[config.mk]
export PLATFORM = sky130hd
export DESIGN_NAME = alu_op_sequencer
export DESIGN_NICKNAME = d
export VERILOG_FILES = /design/src/rtl/alu_seq_pkg.sv /design/src/rtl/alu_op_sequencer.sv
export SDC_FILE = /design/constraint.sdc
export NUM_CORES = 1
export LEC_CHECK = 0
export BUFFER_PORTS_ARGS = -buffer_cell sky130_fd_sc_hd__buf_2
export CAP_MARGIN = 20
export CORE_ASPECT_RATIO = 0.8
export CORE_MARGIN = 4
export CORE_UTILIZATION = 44
export DETAILED_ROUTE_END_ITERATION = 6
export PLACE_DENSITY_LB_ADDON = 0.1
export SLEW_MARGIN = 20
export SYNTH_ARGS = -nofsm -noshare
export SYNTH_HDL_FRONTEND = slang
export SYNTH_SLANG_ARGS = --single-unit
[constraint.sdc]
create_clock -name Clock -period 1.7 [get_ports Clock]
set_input_delay 0 -clock Clock [delete_from_list [all_inputs] [get_ports Clock]]
set_output_delay 0 -clock Clock [all_outputs]
set_load 0.03 [all_outputs]
[src/rtl/alu_seq_pkg.sv]
// Shared constants and state encoding for the byte-sliced ALU operation sequencer.
package alu_seq_pkg;

  localparam int BYTE_W = 8;
  localparam int WORD_W = 16;

  typedef enum logic [1:0] {
    ST_IDLE = 2'd0,
    ST_LOW  = 2'd1,
    ST_HIGH = 2'd2,
    ST_DONE = 2'd3
  } state_e;

endpackage

[src/rtl/alu_op_sequencer.sv]
// Runs one 8-bit or 16-bit operation through an external 8-bit ALU slice,
// low byte first, chaining the slice carry into the high byte.
module alu_op_sequencer
  import alu_seq_pkg::*;
#(
  parameter int DATA_W = WORD_W
) (
  input  logic                Clock,
  input  logic                ResetN,
  input  logic                ReqValid,
  output logic                ReqReady,
  input  logic                ReqMode,
  input  logic [3:0]          ReqSelector,
  input  logic                ReqCarryIn,
  input  logic [DATA_W-1:0]   ReqA,
  input  logic [DATA_W-1:0]   ReqB,
  input  logic                ReqWide,
  output logic                AluMode,
  output logic [3:0]          AluSelector,
  output logic [BYTE_W-1:0]   AluA,
  output logic [BYTE_W-1:0]   AluB,
  output logic                AluCarryIn,
  input  logic [BYTE_W-1:0]   AluF,
  input  logic                AluCarryOut,
  output logic                RspValid,
  input  logic                RspReady,
  output logic [DATA_W-1:0]   RspF,
  output logic                RspCarryOut,
  output logic                RspZero
);

  state_e                    state_q, state_d;
  logic                      wide_q;
  logic [DATA_W-BYTE_W-1:0]  aHigh_q, bHigh_q;
  logic                      carry_q;
  logic                      aluMode_q;
  logic [3:0]                aluSel_q;
  logic [BYTE_W-1:0]         aluA_q, aluB_q;
  logic                      aluCin_q;
  logic [DATA_W-1:0]         rspF_q;
  logic                      rspZero_q;

  always_comb begin
    state_d = state_q;
    case (state_q)
      ST_IDLE: if (ReqValid) state_d = ST_LOW;
      ST_LOW:  state_d = wide_q ? ST_HIGH : ST_DONE;
      ST_HIGH: state_d = ST_DONE;
      ST_DONE: if (RspReady) state_d = ST_IDLE;
      default: state_d = ST_IDLE;
    endcase
  end

  // carry_q holds the low-slice carry after LOW and the final carry after HIGH.
  always_ff @(posedge Clock or negedge ResetN) begin
    if (!ResetN) begin
      state_q   <= ST_IDLE;
      wide_q    <= 1'b0;
      aHigh_q   <= '0;
      bHigh_q   <= '0;
      carry_q   <= 1'b0;
      aluMode_q <= 1'b0;
      aluSel_q  <= '0;
      aluA_q    <= '0;
      aluB_q    <= '0;
      aluCin_q  <= 1'b0;
      rspF_q    <= '0;
      rspZero_q <= 1'b0;
    end else begin
      state_q <= state_d;
      case (state_q)
        ST_IDLE: begin
          if (ReqValid) begin
            wide_q    <= ReqWide;
            aHigh_q   <= ReqA[DATA_W-1:BYTE_W];
            bHigh_q   <= ReqB[DATA_W-1:BYTE_W];
            aluMode_q <= ReqMode;
            aluSel_q  <= ReqSelector;
            aluA_q    <= ReqA[BYTE_W-1:0];
            aluB_q    <= ReqB[BYTE_W-1:0];
            aluCin_q  <= ReqCarryIn;
          end
        end
        ST_LOW: begin
          rspF_q    <= {{(DATA_W-BYTE_W){1'b0}}, AluF};
          carry_q   <= AluCarryOut;
          rspZero_q <= (AluF == '0);
          if (wide_q) begin
            aluA_q   <= aHigh_q;
            aluB_q   <= bHigh_q;
            aluCin_q <= AluCarryOut;
          end
        end
        ST_HIGH: begin
          rspF_q[DATA_W-1:BYTE_W] <= AluF;
          carry_q                 <= AluCarryOut;
          rspZero_q               <= (AluF == '0) && (rspF_q[BYTE_W-1:0] == '0);
        end
        default: ;
      endcase
    end
  end

  assign ReqReady    = (state_q == ST_IDLE);
  assign RspValid    = (state_q == ST_DONE);
  assign RspF        = rspF_q;
  assign RspCarryOut = carry_q;
  assign RspZero     = rspZero_q;
  assign AluMode     = aluMode_q;
  assign AluSelector = aluSel_q;
  assign AluA        = aluA_q;
  assign AluB        = aluB_q;
  assign AluCarryIn  = aluCin_q;

endmodule

# --- After elaboration in Yosys (flattened, before gate mapping) ---
# Index checks and enable logic that the tools add are counted.
classes:
  eq_ne: 6
  muxes: 15
  n_reduce_logical: 10
ops:
  columns: ["operator", "count"]
  rows:
  - ["$pmux W8 S2", 3]
  - ["$mux W8", 4]
  - ["$logic_not A8 Y1", 2]
  - ["$pmux W2 S4", 1]
  - ["$eq A2 B2 Y1 const B", 2]
  - ["$mux W2", 2]
  - ["$ne A2 B2 Y1 const B", 2]
  - ["$pmux W1 S2", 2]
  - ["$reduce_and A2 Y1", 2]
  - ["$reduce_bool A2 Y1", 2]
  - ["$mux W1", 3]
  - ["$reduce_and A3 Y1", 1]
  - ["$eq A2 B1 Y1 const B", 1]
  - ["$logic_not A2 Y1", 1]
  - ["$ne A2 B1 Y1 const B", 1]
  - ["$reduce_or A2 Y1", 1]
  - ["$logic_and A1 B1 Y1", 1]
word_totals:
  ff_bits: 59
  out_inout_bits: 42

# --- Depth between registers and ports, before layout ---
# Gate-level depths: netlist of run 1.
depth:
  depth_word: 3
  mapped_depth: 7
  depth_no_buf: 5

# --- Least setup slack after synthesis of run 1 ---
# OpenSTA, ideal clock, no wires.
synth_path:
  kind: "flip-flop to flip-flop"
  start: "register state_q[0]"
  end: "register aluA_q[7] (netlist: AluA[7])"
  setup_time_ps: 125
  arrival_ps: 1873
  t_required_ps: 1575
  slack_ps: -298
  stages_incl_launch_ff: 7
  path_buffers: 1
  period_less_slack_ps: 1998
  cell_sequence: "dfrtp_1 > inv_1 > ha_1 > nor2_1 > nor3_4 > buf_8 > mux2_4"
synth_via:
  elab_chain_len: 3
  elab_cells_between_ends: 7
  classes_between: "3 x eq/ne; 1 x mux; 3 x reduce/logical"
synth_lines:
  columns: ["item", "line", "source"]
  rows:
  - ["start, declared", "alu_op_sequencer.sv:32", "state_e state_q, state_d;"]
  - ["start signal, assigned", "alu_op_sequencer.sv:70", "state_q <= state_d;"]
  - ["$logic_not A2 Y1 *", null, null]
  - ["named net ReqReady", "alu_op_sequencer.sv:11", "output logic ReqReady,"]
  - ["$ne A2 B2 Y1 (no source line) / $reduce_bool A2 Y1 (equally long branches)", null, null]
  - ["$reduce_and A3 Y1 (no source line)", null, null]
  - ["end signal, assigned", "alu_op_sequencer.sv:79", "aluA_q <= ReqA[BYTE_W-1:0];"]
  - ["end signal, assigned", "alu_op_sequencer.sv:89", "aluA_q <= aHigh_q;"]
  - ["end, declared", "alu_op_sequencer.sv:38", "logic [BYTE_W-1:0] aluA_q, aluB_q;"]
# Mark *: on every way through the listed nets, which the timed path passes. The rest lies on a longest branch.
# A chain may end at the register's enable or synchronous reset.

# --- Final worst setup path of run 1 ---
layout_path:
  start: "register state_q[0]"
  end: "register aluA_q[2] (netlist: AluA[2])"
layout_via:
  elab_chain_len: 3
  elab_cells_between_ends: 7
  classes_between: "3 x eq/ne; 1 x mux; 3 x reduce/logical"
layout_lines:
  columns: ["item", "line", "source"]
  rows:
  - ["$eq A2 B1 Y1 / $logic_not A2 Y1 (equally long branches)", "alu_op_sequencer.sv:71", "case (state_q)"]
  - ["$ne A2 B2 Y1 (no source line) / $reduce_bool A2 Y1 (equally long branches)", null, null]
  - ["$reduce_and A3 Y1 (no source line)", null, null]
# Parallel ways exist; a longest one is shown, timed or not.

==> results.yml, run 1 <==
logic_synthesis:
  avgSynthCellArea_um2: 14.24
  yosysSeqAreaShare: 0.5665
  synthTopCellsByArea: "dfrtp_1 (57%), mux2_2 (24%), mux2_4 (5.8%)"
  synthSimpleGateAreaFrac: 0.05281
  yosys.area_share.adder: 0.01920
  synth_edf_count: 0
  synth_cells: 183
  synth-compound-area-share: 0.02832
  ys_ff_latch: 59
  syn-cell-area_mm2: 0.002606
  synthXorXnorAreaFrac: 0
  netlist.area_leader.share: 0.5665
  yosysWarnings: 0
  yosysTopAreaCell: "dfrtp_1"
  synth_cell_types: 24
  synth_top_family_by_area: "multiplexers"
  synth_fp_nets: 239
  synth_ff_type: "dfrtp_1"
  async_flop_share: 1.000
  muxShareOfSynthArea: 0.2952
place:
  portBuffers: 93
  dpl.hpwl_um: 4154
  gp_congestion: 0.7267
worst_setup_path:
  crit_family: "flip-flops"
  crit_chain: "inv_2, ha_4, and2b_4, nor3_4, buf_12, mux2_2"
  arrival_ps: 1910
  crit_path_end_kind: "flop"
  worst-endpoint-required_ps: 1900
  crit_slowest_cell: "dfrtp_1"
  crit_fanout: 17
  cp-start-kind: "flop"
  crit_type: "reg2reg"
  cpPeakStageDelay_ps: 400
  crit_buf_inv: 2
clock_network:
  clkTransAtPathRegs_ps: 70
  clk_latency_ps: 320
  cts_max_path_buffers: 2
  cts_tree: "done"
  root_buffer: "clkbuf_8"
  clkSinkCount: 59
  htree_levels: 3
  post_cts_buffers: 0
  numCtsBuffers: 9
floorplan:
  start_util: 0.4666
  core_area_mm2: 0.005585
  die_w_um: 94.05
  dieArea_mm2: 0.007226
  ios: 94
  die_h_um: 76.84
  fp-row-count: 24
power:
  finalPower_mw: 7.979
  leakagePower_nw: 1.808
  p_per_area_mw_per_mm2: 2118
  ir_worst_vdd_mv: 1.009
sta:
  post-route-period-util: 1.005
  worst_slew_pin_slew_ps: 349.3
  rsz0062_at_grt: "yes"
  fmax_mhz: 585.4
  fin_skew_ps: 8.165
  final_max_slew_viol_count: 0
  setup_viol: 5
  finalWorstSetupSlack_ps: -8.283
  hold_violations: 0
  min_period_ps: 1708
  slew-limit-headroom: 0.7650
global_route:
  grt_pass1_vias: 1986
  grt_pass1_wl_um: 9860
  grt_max_degree: 60
  antenna_found_initial: 0
  grt_usage: 0.1745
  gr-total-overflow: 0
status:
  status: "finished, violations left"
  violations: "setup timing"
route:
  drc: 0
  vias: 1875
  drt_iter0_drc: 64
  routedWlPerCell_um: 14.50
  vias_per_cell: 4.653
  dr.pass1.iters: 4
  totalWireLength_um: 5842
  detail-route-antenna-nets: 0
cells_and_area:
  fin_nets: 376
  diodes: 0
  syn2layout_area_growth_pct: 44.55
  nFillCells: 422
  fin_util: 0.6745
  drive_above_1_share: 0.5846
job:
  cap_violations: 0
hold_path:
  worstHoldPathType: "in2reg"
[logic make-up after synthesis]
kind of cell             count (synthesis)
AND/OR/NAND/NOR                         22
buffers and inverters                   20
flip-flops                              59
adder cells (fa/ha/maj)                  4
AO/OA/AOI/OAI                           13
multiplexers                            65
[metal layers]
metal / part of all wire / GRT usage / vias up
met3: 0.060 / 0.05284 / 4
met2: 0.47 / 0.2693 / 60
met4: 0.0062 / 0.04762 / 0
met1: 0.46 / 0.2392 / 887
li1: - / - / 924
met5: 0 / 0 / -
[synth_stat cells, types with 2 or more instances]
cell type,count
dfrtp_1,59
nor3_1,2
mux2_2,55
inv_1,11
nor2_1,2
ha_1,4
clkbuf_1,3
buf_2,4
o21ai_0,10
mux2_4,10
nand3_1,8
nor4_1,3
[metrics by stage]
step	setup TNS, ps	hold WS (ps)	cell area (um^2)	worst slack [ps]	cells
floorplan	-1102	-295.6	2621	-110.2	183
global route	-512.7	31.54	3767	-59.15	403
global placement	0	34.32	3239	38.66	355
finish	-30.48	35.13	3767	-8.283	403
CTS	-42.40	15.79	3764	-11.44	403
detailed placement	-45.98	25.99	3239	-13.65	355
[layout make-up]
class,count,area (um^2),share of cell area
sequential,59,1476,0.3919
multi-input combinational,104,1050,0.2786
timing repair buffer,135,898.4,0.2385
clock buffer,12,155.1,0.04118
tap,78,97.59,0.02591
clock inverter,4,48.80,0.01295
inverter,11,41.29,0.01096
[where the power goes]
part	switching (mW)	internal (mW)	total (mW)
logic	2.25	1.96	4.21
registers	0.376	2.13	2.51
clock network	0.511	0.755	1.27
total	3.14	4.84	7.98
[final timing paths]
path                            start              to  slack (ps)  cells after the start
max                        state_q[0]         AluA[2]          -8                      6
min                           ReqA[6]         AluA[6]          40                      3
max reg2reg                state_q[0]         AluA[2]          -8                      6
min reg2reg                aHigh_q[6]      aHigh_q[6]         500                      1
max in group asynchronous      ResetN  AluSelector[2]        1230                      3
min in group asynchronous      ResetN        RspF[12]         210                      3
[tightest hold or removal path: stages]
cell and delay, ps:
buf_2 70, mux2_2 120, mux2_2 130
[state kept, by name (all words and copies together) (netlist names)]
signal and count:
RspF 16, AluA 8, AluB 8, aHigh_q 8, bHigh_q 8, AluSelector 4, state_q 2, AluCarryIn 1
AluMode 1, RspCarryOut 1, RspZero 1, wide_q 1
[cell usage in the layout, fill, tap and decap left out, types with 2 or more instances in the layout]
cell / netlist / routed
buf_2: 4 / 93
dfrtp_1: 59 / 59
mux2_2: 55 / 54
dlygate4sd3_1: 0 / 32
mux2_4: 10 / 11
clkbuf_8: 0 / 11
o21ai_0: 10 / 10
inv_1: 11 / 9
nand3_1: 8 / 8
buf_4: 0 / 7
nor4_1: 3 / 3
buf_12: 0 / 3
inv_2: 0 / 2
nor2_1: 2 / 2
nor3_1: 2 / 2
ha_1: 4 / 2
clkinv_2: 0 / 2
[repair_timing]
item / in CTS / in global routing
setup endpoints to repair: 7 / 17
gates cloned: 0 / 0
hold buffers: 32 / 0
resized for setup: 0 / 1
hold endpoints to repair: 99 / 0
Power figures use the tool's default switching activity.
==> run 2, diff against run 1 <==
- CAP_MARGIN: 20 -> unset
- CORE_UTILIZATION: 44 -> 50
- GPL_ROUTABILITY_DRIVEN: unset -> 0
- clock period: 1.7 -> 2.1 ns (I/O delays scaled with it)
==> run 2 against run 1 <==
  * The flow now finishes without violations
  * Register-to-register slack improved by 260 ps
  * Critical path type unchanged
  * Global-route usage increased by 2.7 points
  * Combinational power decreased by 22%
  * Sequential cell count unchanged
  * Clock power decreased by 27%
==> results.yml, run 2 (same netlist as run 1, synthesis figures left out) <==
cells_and_area:
  fin_nets: 374
  layoutNonFillerInstCount: 384
  final_common_cell: "buf_2"
  diodes: 0
  fin_util: 0.7299
  drive_above_1_share: 0.5683
  syn2layout_area_growth_pct: 41.05
  finalInstanceArea_mm2: 0.003676
  largest_register_ffs: 16
  nFillCells: 364
  mostFrequentLayoutCells: "buf_2 (93), dfrtp_1 (59), mux2_2 (55)"
place:
  dpl_cell_area_mm2: 0.003177
  dpl.hpwl_um: 4141
  dp.cells: 337
  portBuffers: 93
sta:
  min_period_ps: 1848
  hold_violations: 0
  final_max_slew_viol_count: 0
  slew-limit-headroom: 0.6072
  setup_viol: 0
  post-route-period-util: 0.8802
  rsz0062_at_grt: "no"
  fmax_mhz: 541.0
  worst_slew_pin_slew_ps: 589.1
  whs_ps: 26.39
  fin_skew_ps: 7.777
  fin_setup_tns_ps: 0
floorplan:
  ios: 94
  fp-row-count: 23
  die_h_um: 72.58
  start_util: 0.5175
  dieArea_mm2: 0.006439
  die_w_um: 88.72
  core_area_mm2: 0.005036
worst_setup_path:
  crit_slowest_cell: "dfrtp_1"
  r2r-end: "AluA[0]"
  cpPeakStageDelay_ps: 390
  crit_family: "simple AND/OR/NAND/NOR gates"
  crit_buf_inv: 2
  crit_end: "AluA[0]"
  crit_chain: "inv_1, ha_1, and2b_4, nor3_4, buf_12, mux2_2"
  crit_path_end_kind: "flop"
  worstRegToRegCells: 6
  r2r_start: "state_q[0]"
  worst-endpoint-required_ps: 2310
  cp-start-kind: "flop"
  r2r_slack_ps: 250
  crit_type: "reg2reg"
  cp.depth: 6
  arrival_ps: 2060
  crit_start: "state_q[0]"
  crit_fanout: 17
job:
  cap_violations: 0
clock_network:
  clk_latency_ps: 330
  numCtsBuffers: 9
  post_cts_buffers: 0
  clkTransAtPathRegs_ps: 60
  root_buffer: "clkbuf_8"
  cts_max_path_buffers: 2
  htree_levels: 3
  cts_tree: "done"
  clkSinkCount: 59
status:
  status: "finished clean"
route:
  drc: 0
  vias: 1922
  dr.pass1.iters: 4
  routedWlPerCell_um: 15.55
  detail-route-antenna-nets: 0
  vias_per_cell: 5.005
  drt_iter0_drc: 24
  totalWireLength_um: 5973
hold_path:
  worstHoldPathType: "in2reg"
  worstHoldStart: "ReqA[7]"
power:
  ir_worst_vdd_mv: 0.9202
  leakagePower_nw: 1.781
  p_per_area_mw_per_mm2: 1708
global_route:
  grt_pass1_vias: 2029
  gr-total-overflow: 0
  grt_usage: 0.2015
  grt_max_degree: 36
  grt_pass1_wl_um: 9818
  antenna_found_initial: 0
[run 2: cell types whose count changed in the layout (fill, tap and decap cells not counted)]
cell / previous run / this run
inv_2: 2 / 0
mux2_4: 11 / 10
bufinv_16: 1 / 0
mux2_2: 54 / 55
buf_12: 3 / 2
clkinv_4: 1 / 0
ha_4: 1 / 0
clkbuf_8: 11 / 12
ha_1: 2 / 4
ha_2: 1 / 0
buf_4: 7 / 6
inv_1: 9 / 11
[run 2: worst min-delay path by stage]
| stage | to | slack [ps] | depth (start not counted) |
|---|---|---|---|
| 2_1_floorplan | AluA[0] | -300 | 0 |
| 3_3_place_gp | aHigh_q[3] | 30 | 1 |
| 3_5_place_dp | aHigh_q[3] | 30 | 1 |
| 4_1_cts | AluA[7] | 10 | 3 |
| 5_1_grt | AluA[7] | 20 | 3 |
| 6_report | AluA[7] | 30 | 3 |
[run 2: final cells by class]
cell class | instances | area (um^2) | area share
inverter | 11 | 41.29 | 0.01123
clock inverter | 2 | 10.01 | 0.002723
clock buffer | 13 | 168.9 | 0.04595
sequential | 59 | 1476 | 0.4016
tap | 62 | 77.57 | 0.02110
timing repair buffer | 133 | 870.8 | 0.2369
multi-input combinational | 104 | 1031 | 0.2805
[run 2: metrics by stage]
step	total power, mW	setup slack, ps
after detailed placement	5.331	254.8
after global routing	6.653	170.0
final	6.277	251.6
after CTS	6.327	264.0
after global placement	5.256	339.7
after floorplan	4.439	101.6
[run 2: timing repair]
item                                   4_1_cts  5_1_grt
endpoints found under the hold margin       63        0
gates resized for setup                      0        0
hold buffers                                32        0
[run 2: routing by layer]
layer | global-route usage | vias to the layer above | wire [um]
met5 | 0 | - | 0
met4 | 0.03523 | 0 | 61
met3 | 0.08014 | 14 | 457
met2 | 0.3213 | 78 | 2758
met1 | 0.2650 | 918 | 2695
li1 | - | 912 | -
[run 2: worst reg2reg max path, cell delays in order, from the launching register on]
cell and delay (ps):
dfrtp_1 390, inv_1 90, ha_1 270, and2b_4 210, nor3_4 200, buf_12 200
mux2_2 370
[run 2: power breakdown]
group	switching, mW	internal (mW)
sequential	0.316	1.72
clock	0.417	0.515
combinational	1.80	1.50
total	2.54	3.74
